--- config.mk ---
export PLATFORM = sky130hd
export DESIGN_NAME = instr_fetch
export DESIGN_NICKNAME = d
export VERILOG_FILES = /design/src/rtl/instr_fetch.sv
export SDC_FILE = /design/constraint.sdc
export NUM_CORES = 1
export LEC_CHECK = 0
export CORE_MARGIN = 4
export CORE_UTILIZATION = 30
export DETAILED_ROUTE_END_ITERATION = 8
export HOLD_SLACK_MARGIN = 0.02
export PLACE_DENSITY = 0.57
export SLEW_MARGIN = 20
export SYNTH_ARGS = -nofsm -noshare
export SYNTH_HDL_FRONTEND = slang
export SYNTH_SLANG_ARGS = --single-unit
--- constraint.sdc ---
create_clock -name i_clk -period 7.7 [get_ports i_clk]
set_input_delay 0.77 -clock i_clk [delete_from_list [all_inputs] [get_ports i_clk]]
set_output_delay 0.77 -clock i_clk [all_outputs]
set_load 0.02 [all_outputs]
--- src/rtl/instr_fetch.sv ---
// ---------------------------------------------------------------------------
// instr_fetch
//   Producer side of the opcode interface feeding the main control decoder.
//   Keeps the program counter, fetches 32-bit instruction words over a
//   req/ack memory handshake, presents the decoded instruction fields with a
//   valid/ready handshake and resolves beq/bne redirects once the decoder's
//   Branch output and the ALU zero flag are available.
//
// Ports
//   i_clk             system clock, rising edge
//   i_rst             synchronous active-high reset
//   o_imem_req        fetch request, held until i_imem_ack
//   o_imem_addr       fetch address (the PC), stable while o_imem_req is high
//   i_imem_ack        one-cycle strobe, i_imem_rdata valid in that cycle
//   i_imem_rdata      fetched instruction word
//   o_instr_valid     instruction fields are valid
//   i_instr_ready     sink accepts the instruction (transfer = valid & ready)
//   o_opcode .. o_imm split fields of the held instruction
//   o_pc_plus4        address of the held instruction + 4
//   i_branch          decoder Branch output for the held opcode
//   i_alu_zero        ALU zero flag of the branch compare
//   i_branch_resolve  one-cycle strobe, i_branch / i_alu_zero valid
// ---------------------------------------------------------------------------
module instr_fetch #(
  parameter int                ADDR_W   = 32,
  parameter logic [ADDR_W-1:0] RESET_PC = '0
) (
  input  logic              i_clk,
  input  logic              i_rst,
  output logic              o_imem_req,
  output logic [ADDR_W-1:0] o_imem_addr,
  input  logic              i_imem_ack,
  input  logic [31:0]       i_imem_rdata,
  output logic              o_instr_valid,
  input  logic              i_instr_ready,
  output logic [5:0]        o_opcode,
  output logic [4:0]        o_rs,
  output logic [4:0]        o_rt,
  output logic [4:0]        o_rd,
  output logic [4:0]        o_shamt,
  output logic [5:0]        o_funct,
  output logic [15:0]       o_imm,
  output logic [ADDR_W-1:0] o_pc_plus4,
  input  logic              i_branch,
  input  logic              i_alu_zero,
  input  logic              i_branch_resolve
);

  localparam logic [ADDR_W-1:0] PC_STEP = ADDR_W'(4);
  localparam logic [5:0]        OP_BEQ  = 6'b000100;
  localparam logic [5:0]        OP_BNE  = 6'b000101;

  typedef enum logic [1:0] {
    ST_RST_WAIT,
    ST_FETCH,
    ST_HOLD,
    ST_RESOLVE
  } state_t;

  state_t            r_state;
  state_t            w_state_next;
  logic [ADDR_W-1:0] r_pc;
  logic [ADDR_W-1:0] w_pc_next;
  logic [31:0]       r_ir;
  logic [31:0]       w_ir_next;
  logic [ADDR_W-1:0] r_pc_plus4;
  logic [ADDR_W-1:0] w_pc_plus4_next;

  logic              w_is_beq;
  logic              w_is_bne;
  logic              w_taken;
  logic [ADDR_W-1:0] w_offset;
  logic [ADDR_W-1:0] w_target;

  // Branch decode works on the held IR; the word offset is the 16-bit
  // immediate sign-extended and scaled by 4, added modulo 2^ADDR_W.
  assign w_is_beq = (r_ir[31:26] == OP_BEQ);
  assign w_is_bne = (r_ir[31:26] == OP_BNE);
  assign w_taken  = i_branch & ((w_is_beq & i_alu_zero) | (w_is_bne & ~i_alu_zero));
  assign w_offset = {{(ADDR_W-18){r_ir[15]}}, r_ir[15:0], 2'b00};
  assign w_target = r_pc_plus4 + w_offset;

  // Fields are always driven from the IR, so they stay stable through HOLD
  // and RESOLVE and read as zero straight after reset.
  assign o_opcode    = r_ir[31:26];
  assign o_rs        = r_ir[25:21];
  assign o_rt        = r_ir[20:16];
  assign o_rd        = r_ir[15:11];
  assign o_shamt     = r_ir[10:6];
  assign o_funct     = r_ir[5:0];
  assign o_imm       = r_ir[15:0];
  assign o_imem_addr = r_pc;
  assign o_pc_plus4  = r_pc_plus4;

  // Next-state and handshake outputs. RST_WAIT spends one idle cycle with
  // the request low so a memory still working on a fetch from before reset
  // sees the request drop and aborts it.
  always_comb begin
    w_state_next    = r_state;
    w_pc_next       = r_pc;
    w_ir_next       = r_ir;
    w_pc_plus4_next = r_pc_plus4;
    o_imem_req      = 1'b0;
    o_instr_valid   = 1'b0;
    case (r_state)
      ST_RST_WAIT: begin
        w_state_next = ST_FETCH;
      end
      ST_FETCH: begin
        o_imem_req = 1'b1;
        if (i_imem_ack) begin
          w_ir_next       = i_imem_rdata;
          w_pc_plus4_next = r_pc + PC_STEP;
          w_state_next    = ST_HOLD;
        end
      end
      ST_HOLD: begin
        o_instr_valid = 1'b1;
        if (i_instr_ready) begin
          if (w_is_beq || w_is_bne) begin
            w_state_next = ST_RESOLVE;
          end else begin
            w_pc_next    = r_pc_plus4;
            w_state_next = ST_FETCH;
          end
        end
      end
      ST_RESOLVE: begin
        if (i_branch_resolve) begin
          w_pc_next    = w_taken ? w_target : r_pc_plus4;
          w_state_next = ST_FETCH;
        end
      end
      default: begin
        w_state_next = ST_RST_WAIT;
      end
    endcase
  end

  // State register. Reset wins over everything, including an ack arriving
  // in the same cycle, so the IR is never loaded across a reset.
  always_ff @(posedge i_clk) begin
    if (i_rst) begin
      r_state    <= ST_RST_WAIT;
      r_pc       <= RESET_PC;
      r_ir       <= 32'h0;
      r_pc_plus4 <= RESET_PC + PC_STEP;
    end else begin
      r_state    <= w_state_next;
      r_pc       <= w_pc_next;
      r_ir       <= w_ir_next;
      r_pc_plus4 <= w_pc_plus4_next;
    end
  end

endmodule

==> results.yml, run 1 <==
critical_path:
  r2r_cells: 9
  cp.required_ps: 7960
  cp-end-kind: "flop"
  cpLargestDelayFamily: "compound AO/OA/AOI/OAI gates"
  r2r_start: "r_ir[0]"
  critPathMaxFanout: 4
  critical_path_buf_inv_count: 0
  cp_cell_sequence: "ha_1, fa_1, a211oi_1, o21ai_0, a2111oi_0, nor2_1, xor2_1, nand2_1, a311oi_1"
  r2r_end: "o_imem_addr[10]"
  criticalPathCategory: "reg -> reg"
  worst_path_largest_cell_delay_ps: 650
  cp-start-kind: "flop"
  rrSetupSlack_ps: 4710
  critPathArrivalTime_ps: 3250
  cpMaxStageDelayCell: "a2111oi_0"
cts:
  cts_tree: "built"
  cts_resized: 0
  ctsLongestPathBuffers: 2
  cts_hold_buf: 0
  post_cts_buffers: 0
  clk_pin_slew_ps: 70
  root_buffer: "clkbuf_16"
  cts.sinks: 98
  htree_levels: 3
  cts_buffers: 9
  clk_latency_ps: 360
grt:
  track_usage_pct: 17.4
  grt_max_degree: 89
  first_global_vias: 5876
  grt_overflow: 0
  antenna_found_initial: 0
  grt_first_pass_wirelength_um: 31800
worst_hold_path:
  hold_path_end: "r_ir[25]"
  hold_depth: 2
  hold_path.class: "reg -> reg"
  hold_start: "r_ir[25]"
yosys:
  avgSynthCellArea_um2: 7.51
  synth_edf_count: 0
  seq_area_frac_synth_pct: 31.7
  ys_warn_count: 0
  synthArstFlopShare_pct: 0
  syn_nets: 899
  syn_inst: 825
  netlist_area_mm2: 0.00619
  ys.flop_type: "dfxtp_1"
  synthDistinctLibCells: 66
  ys_ff_latch: 98
placed_design:
  hpwl_um: 14500
  numPortBuffers: 152
  place_congestion: 0.846
layout:
  regArea_mm2: 0.00196
  syn_to_final_growth_pct: 30.7
  drive_above_1_share_pct: 4.38
  nFillCells: 2123
  multiInputGateArea_mm2: 0.00385
  num_antenna_cells: 0
  fin_nets: 1005
timing:
  post-route-period-util_pct: 38.8
  tightest_slew_ps: 999
  setup_viol_count_final: 0
  hold_viol: 0
  max_slew_margin_pct: 33.4
  fin_crit_ps: 2990
  setup-tns-final_ps: 0
  whs_ps: 453
  rsz0062_at_grt: "no"
  fin_worst_skew_ps: 11.1
  slew_viol_final: 0
  fmax_mhz: 334
floorplan:
  die-width_um: 152
  rows: 52
  initial_core_util_pct: 30.5
  die_h_um: 152
  core-area_mm2: 0.0203
  io_pins: 153
  dieArea_mm2: 0.0230
power:
  switchingPower_mw: 0.452
  p_leak_nw: 2.81
  internal-power_mw: 0.930
  p_clk_share_pct: 32.1
  p_comb_share_pct: 25.3
  seq_power_share_pct: 42.7
  ir_drop_mv: 0.102
  powerDensity_mw_per_mm2: 171
  switching_share_pct: 32.7
routing:
  wirelength_um: 20200
  drtPass1Iterations: 5
  avgRoutedWirePerCell_um: 16.8
  num_vias: 6152
  drt_iter0_drc: 397
  avgViaCountPerCell: 5.10
  antenna_left: 0
  route.detailed.drc: 0
job:
  drv_cap: 0
run_status:
  status: "complete, no violations"
==> power groups by stage <==
stage	registers (mW)	clock network, mW	logic (mW)
floorplan	0.626	0	0.178
global placement	0.601	0	0.350
detailed placement	0.601	0	0.350
CTS	0.590	0.457	0.353
global route	0.596	0.475	0.383
finish	0.590	0.443	0.349
==> state kept, by name, summed over array words and instances, names as in the netlist <==
signal,cells
r_ir,32
o_imem_addr,32
r_state,2
o_pc_plus4,32
==> worst max-delay path by stage <==
stage / slack, ps / startpoint / cells after the start / end
after floorplan: 5000 / r_ir[15] / 8 / o_imem_addr[31]
after global placement: 4650 / i_branch_resolve / 8 / o_imem_addr[23]
after detailed placement: 4620 / i_branch_resolve / 8 / o_imem_addr[23]
after CTS: 4740 / r_ir[0] / 9 / o_imem_addr[10]
after global routing: 4460 / r_ir[0] / 9 / o_imem_addr[26]
final: 4710 / r_ir[0] / 9 / o_imem_addr[10]
==> cells in the final DEF (no fill, tap or decap), types with 18 or more instances in the layout <==
cell type	synthesis	routed
clkdlybuf4s50_1	0	151
dfxtp_1	98	98
nand2_1	147	147
nor2_1	79	79
xor2_1	18	18
inv_1	21	21
o21ai_0	31	31
nand3_1	30	30
a21oi_1	87	86
ha_1	34	34
a211oi_1	29	29
==> cell type report <==
class	count	area share, %
Multi-Input combinational cell	640	47.5
Inverter	22	1.02
Timing Repair Buffer	160	19.5
Tap cell	270	4.18
Sequential cell	98	24.2
Clock inverter	4	0.325
Clock buffer	12	3.17
==> worst reg2reg max path, delay by kind of cell (launching register included) <==
kind                       cells  cell delay [ps]
AOI/OAI and AO/OA              4             1530
DFF                            1              350
xor gates and xnor gates       1              150
and+or+nand+nor                2              190
adders and majority gates      2              670
==> layer usage <==
| metal | routed length, µm | global-route usage, % | vias to the layer above |
|---|---|---|---|
| met3 | 1160 | 4.25 | 18 |
| met1 | 9560 | 23.3 | 2843 |
| li1 | - | - | 3150 |
| met4 | 261 | 5.08 | 0 |
| met5 | 0 | 0 | - |
| met2 | 9240 | 27.9 | 141 |
==> cell usage after synthesis (all sizes together) (7+ instances only) <==
cell type | count | area (µm²)
o21ai | 36 | 180
a21o | 13 | 97.6
nand2 | 147 | 552
xor2 | 18 | 158
a211oi | 30 | 230
nand3 | 30 | 150
xnor2 | 17 | 149
clkbuf | 43 | 163
nand4 | 7 | 43.8
buf | 22 | 151
a21oi | 87 | 435
and3 | 10 | 62.6
or3 | 11 | 68.8
a311oi | 16 | 140
inv | 22 | 82.6
nor3 | 16 | 91.3
nor2 | 79 | 297
ha | 34 | 425
dfxtp | 98 | 1960
==> through the flow <==
step	util [%]	std cells	worst slack [ps]	instance area, µm²	total power, mW
after floorplan	-	825	5000	6190	0.804
after global placement	38.5	1190	4650	7810	0.952
after detailed placement	38.5	1190	4620	7810	0.952
after CTS	39.9	1206	4740	8090	1.40
after global routing	39.9	1206	4460	8090	1.45
final	39.9	1206	4710	8090	1.38
==> kinds of logic (layout without fill, tap and decap cells) <==
logic type      Yosys count  count (layout)  share of synthesized area, %
compound gates          231             231                          24.2
xor+xnor                 35              35                          4.95
fa+ha+maj                35              35                          7.19
buf+inv                  87             198                          6.41
flops                    98              98                          31.7
mux                       7               7                          1.15
simple gates            332             332                          24.4
(Power assumes the default switching activity.)
==> inputs of run 2 (changes only) <==
Settings changed: PLACE_DENSITY 0.57 to 0.59.
Clock period 7.7 ns to 2.66 ns, I/O delays scaled along.
==> run 2 against run 1 <==
  * Register-to-register slack got worse by 4600 ps
  * Critical path depth fell by 1
  * Cell area rose by 4.7%
  * Routed wire length rose by 1.5%
  * First-iteration DRC count rose by 3.5%
  * Global-route usage rose by 0.67 points
  * Final cell count rose by 2.7%
  * Fmax rose by 19%
  * Sequential share of layout area fell by 1.1 points
  * Sequential cell count did not move
  * Utilization rose by 1.9 points
  * Critical endpoint is now o_imem_addr[31]
==> results.yml, run 2 (synthesis results as in run 1) <==
run_status:
  status: "complete, no violations"
placed_design:
  place_congestion: 0.909
  numPortBuffers: 152
  placed_cells: 1222
  dpl_cell_area_mm2: 0.00806
  hpwl_um: 15400
routing:
  avgViaCountPerCell: 5.11
  drtPass1Iterations: 5
  route.detailed.drc: 0
  antenna_left: 0
  wirelength_um: 20500
  avgRoutedWirePerCell_um: 16.6
  drt_iter0_drc: 411
  num_vias: 6327
timing:
  post-route-period-util_pct: 94.8
  fin_crit_ps: 2520
  slew_viol_final: 0
  hold_viol: 0
  max_slew_margin_pct: 66.1
  rsz0062_at_grt: "no"
  tightest_slew_ps: 509
  fmax_mhz: 396
  setup-tns-final_ps: 0
  setup_viol_count_final: 0
  fin_worst_skew_ps: 7.78
grt:
  grtUsageMet2_pct: 29.0
  busiest_layer: "met2"
  grt_overflow: 0
  grt_first_pass_wirelength_um: 33300
  antenna_found_initial: 0
  first_global_vias: 6095
  met3_usage_pct: 4.07
  gr-usage-met1_pct: 24.9
  grt_max_degree: 48
  track_usage_pct: 18.1
critical_path:
  cp.required_ps: 2910
  cp-start-kind: "flop"
  critPathArrivalTime_ps: 2780
  critPathMaxFanout: 4
  worst_path_largest_cell_delay_ps: 510
  critical_path_buf_inv_count: 1
  criticalPathCategory: "reg -> reg"
  cpMaxStageDelayCell: "or4b_1"
  cp_cell_sequence: "ha_1, inv_1, o311a_4, nor3_4, o22ai_2, o31a_1, or4b_1, o211a_1"
  cp-end-kind: "flop"
  cpLargestDelayFamily: "compound AO/OA/AOI/OAI gates"
layout:
  syn_to_final_growth_pct: 36.8
  fin_nets: 1038
  drive_above_1_share_pct: 8.88
  layout_commonest_cell: "clkdlybuf4s50_1"
  nFillCells: 2126
  num_antenna_cells: 0
  finalNonFillerCells: 1239
  final_core_util_pct: 41.7
  stdcell_area_mm2: 0.00847
  layout_common_cells: "clkdlybuf4s50_1, nand2_1, dfxtp_1, a21oi_1, nor2_1"
floorplan:
  rows: 52
  core-area_mm2: 0.0203
  dieArea_mm2: 0.0230
  io_pins: 153
  initial_core_util_pct: 30.5
  die_h_um: 152
  die-width_um: 152
power:
  p_leak_nw: 3.01
  powerDensity_mw_per_mm2: 511
  p_total_mw: 4.33
  ir_drop_mv: 0.327
cts:
  cts_tree: "built"
  cts_buffers: 9
  root_buffer: "clkbuf_16"
  clk_pin_slew_ps: 70
  ctsLongestPathBuffers: 2
  clk_latency_ps: 360
  cts.sinks: 98
  htree_levels: 3
job:
  drv_cap: 0
worst_hold_path:
  hold_path.class: "in -> reg"
run 2: changes by cell type in the layout (fill, tap and decap cells not counted), moves of 2 or more:
cell | previous run | this run
buf_4 | 9 | 41
a21oi_1 | 86 | 82
o21ai_0 | 31 | 29
clkbuf_8 | 2 | 0
bufinv_16 | 0 | 3
a2111oi_2 | 0 | 2
a21oi_2 | 0 | 4
run 2: layer usage:
| metal | vias to the layer above | part of all wire [%] |
|---|---|---|
| li1 | 3200 | - |
| met4 | 0 | 0.92 |
| met3 | 14 | 5.1 |
| met1 | 2979 | 48 |
| met2 | 134 | 46 |
| met5 | - | 0 |
run 2: power breakdown:
part / internal, mW / switching (mW) / total [mW]
Combinational: 0.479 / 0.610 / 1.09
Clock: 0.924 / 0.621 / 1.55
Sequential: 1.57 / 0.123 / 1.69
run 2: path summary, 6_finish.rpt:
kind              startpoint              end  slack [ps]  cells after the start
setup / recovery     r_ir[3]  o_imem_addr[31]         140                      8
hold / removal         i_rst         r_ir[27]         390                      2
setup reg to reg     r_ir[3]  o_imem_addr[31]         140                      8
hold reg to reg     r_ir[20]         r_ir[20]         450                      2
run 2: cell type report:
type | count | area [µm²] | area share (%)
Multi-Input combinational cell | 640 | 3910 | 46.1
Timing Repair Buffer | 193 | 1840 | 21.7
Inverter | 22 | 82.6 | 0.975
Clock inverter | 6 | 113 | 1.33
Clock buffer | 10 | 229 | 2.70
Tap cell | 270 | 338 | 3.99
Sequential cell | 98 | 1960 | 23.2
run 2: timing repair:
action                     in CTS  in global routing
hold buffers                    0                  0
pin swaps                       0                  2
setup endpoints to repair       2                 12
buffers inserted                0                  1
gates resized for setup         1                 14
run 2: worst register-to-register path: stages (launching register included):
cell     delay (ps)
dfxtp_1         350
ha_1            320
inv_1            90
o311a_4         400
nor3_4          200
o22ai_2         130
o31a_1          290
or4b_1          510
o211a_1         140
run 2: stage by stage:
stage | setup WS [ps] | hold slack (ps)
floorplan | 2.15 | 395
global placement | 73.2 | 442
detailed placement | 9.33 | 446
CTS | 54.3 | 370
global route | 3.87 | 411
finish | 138 | 386
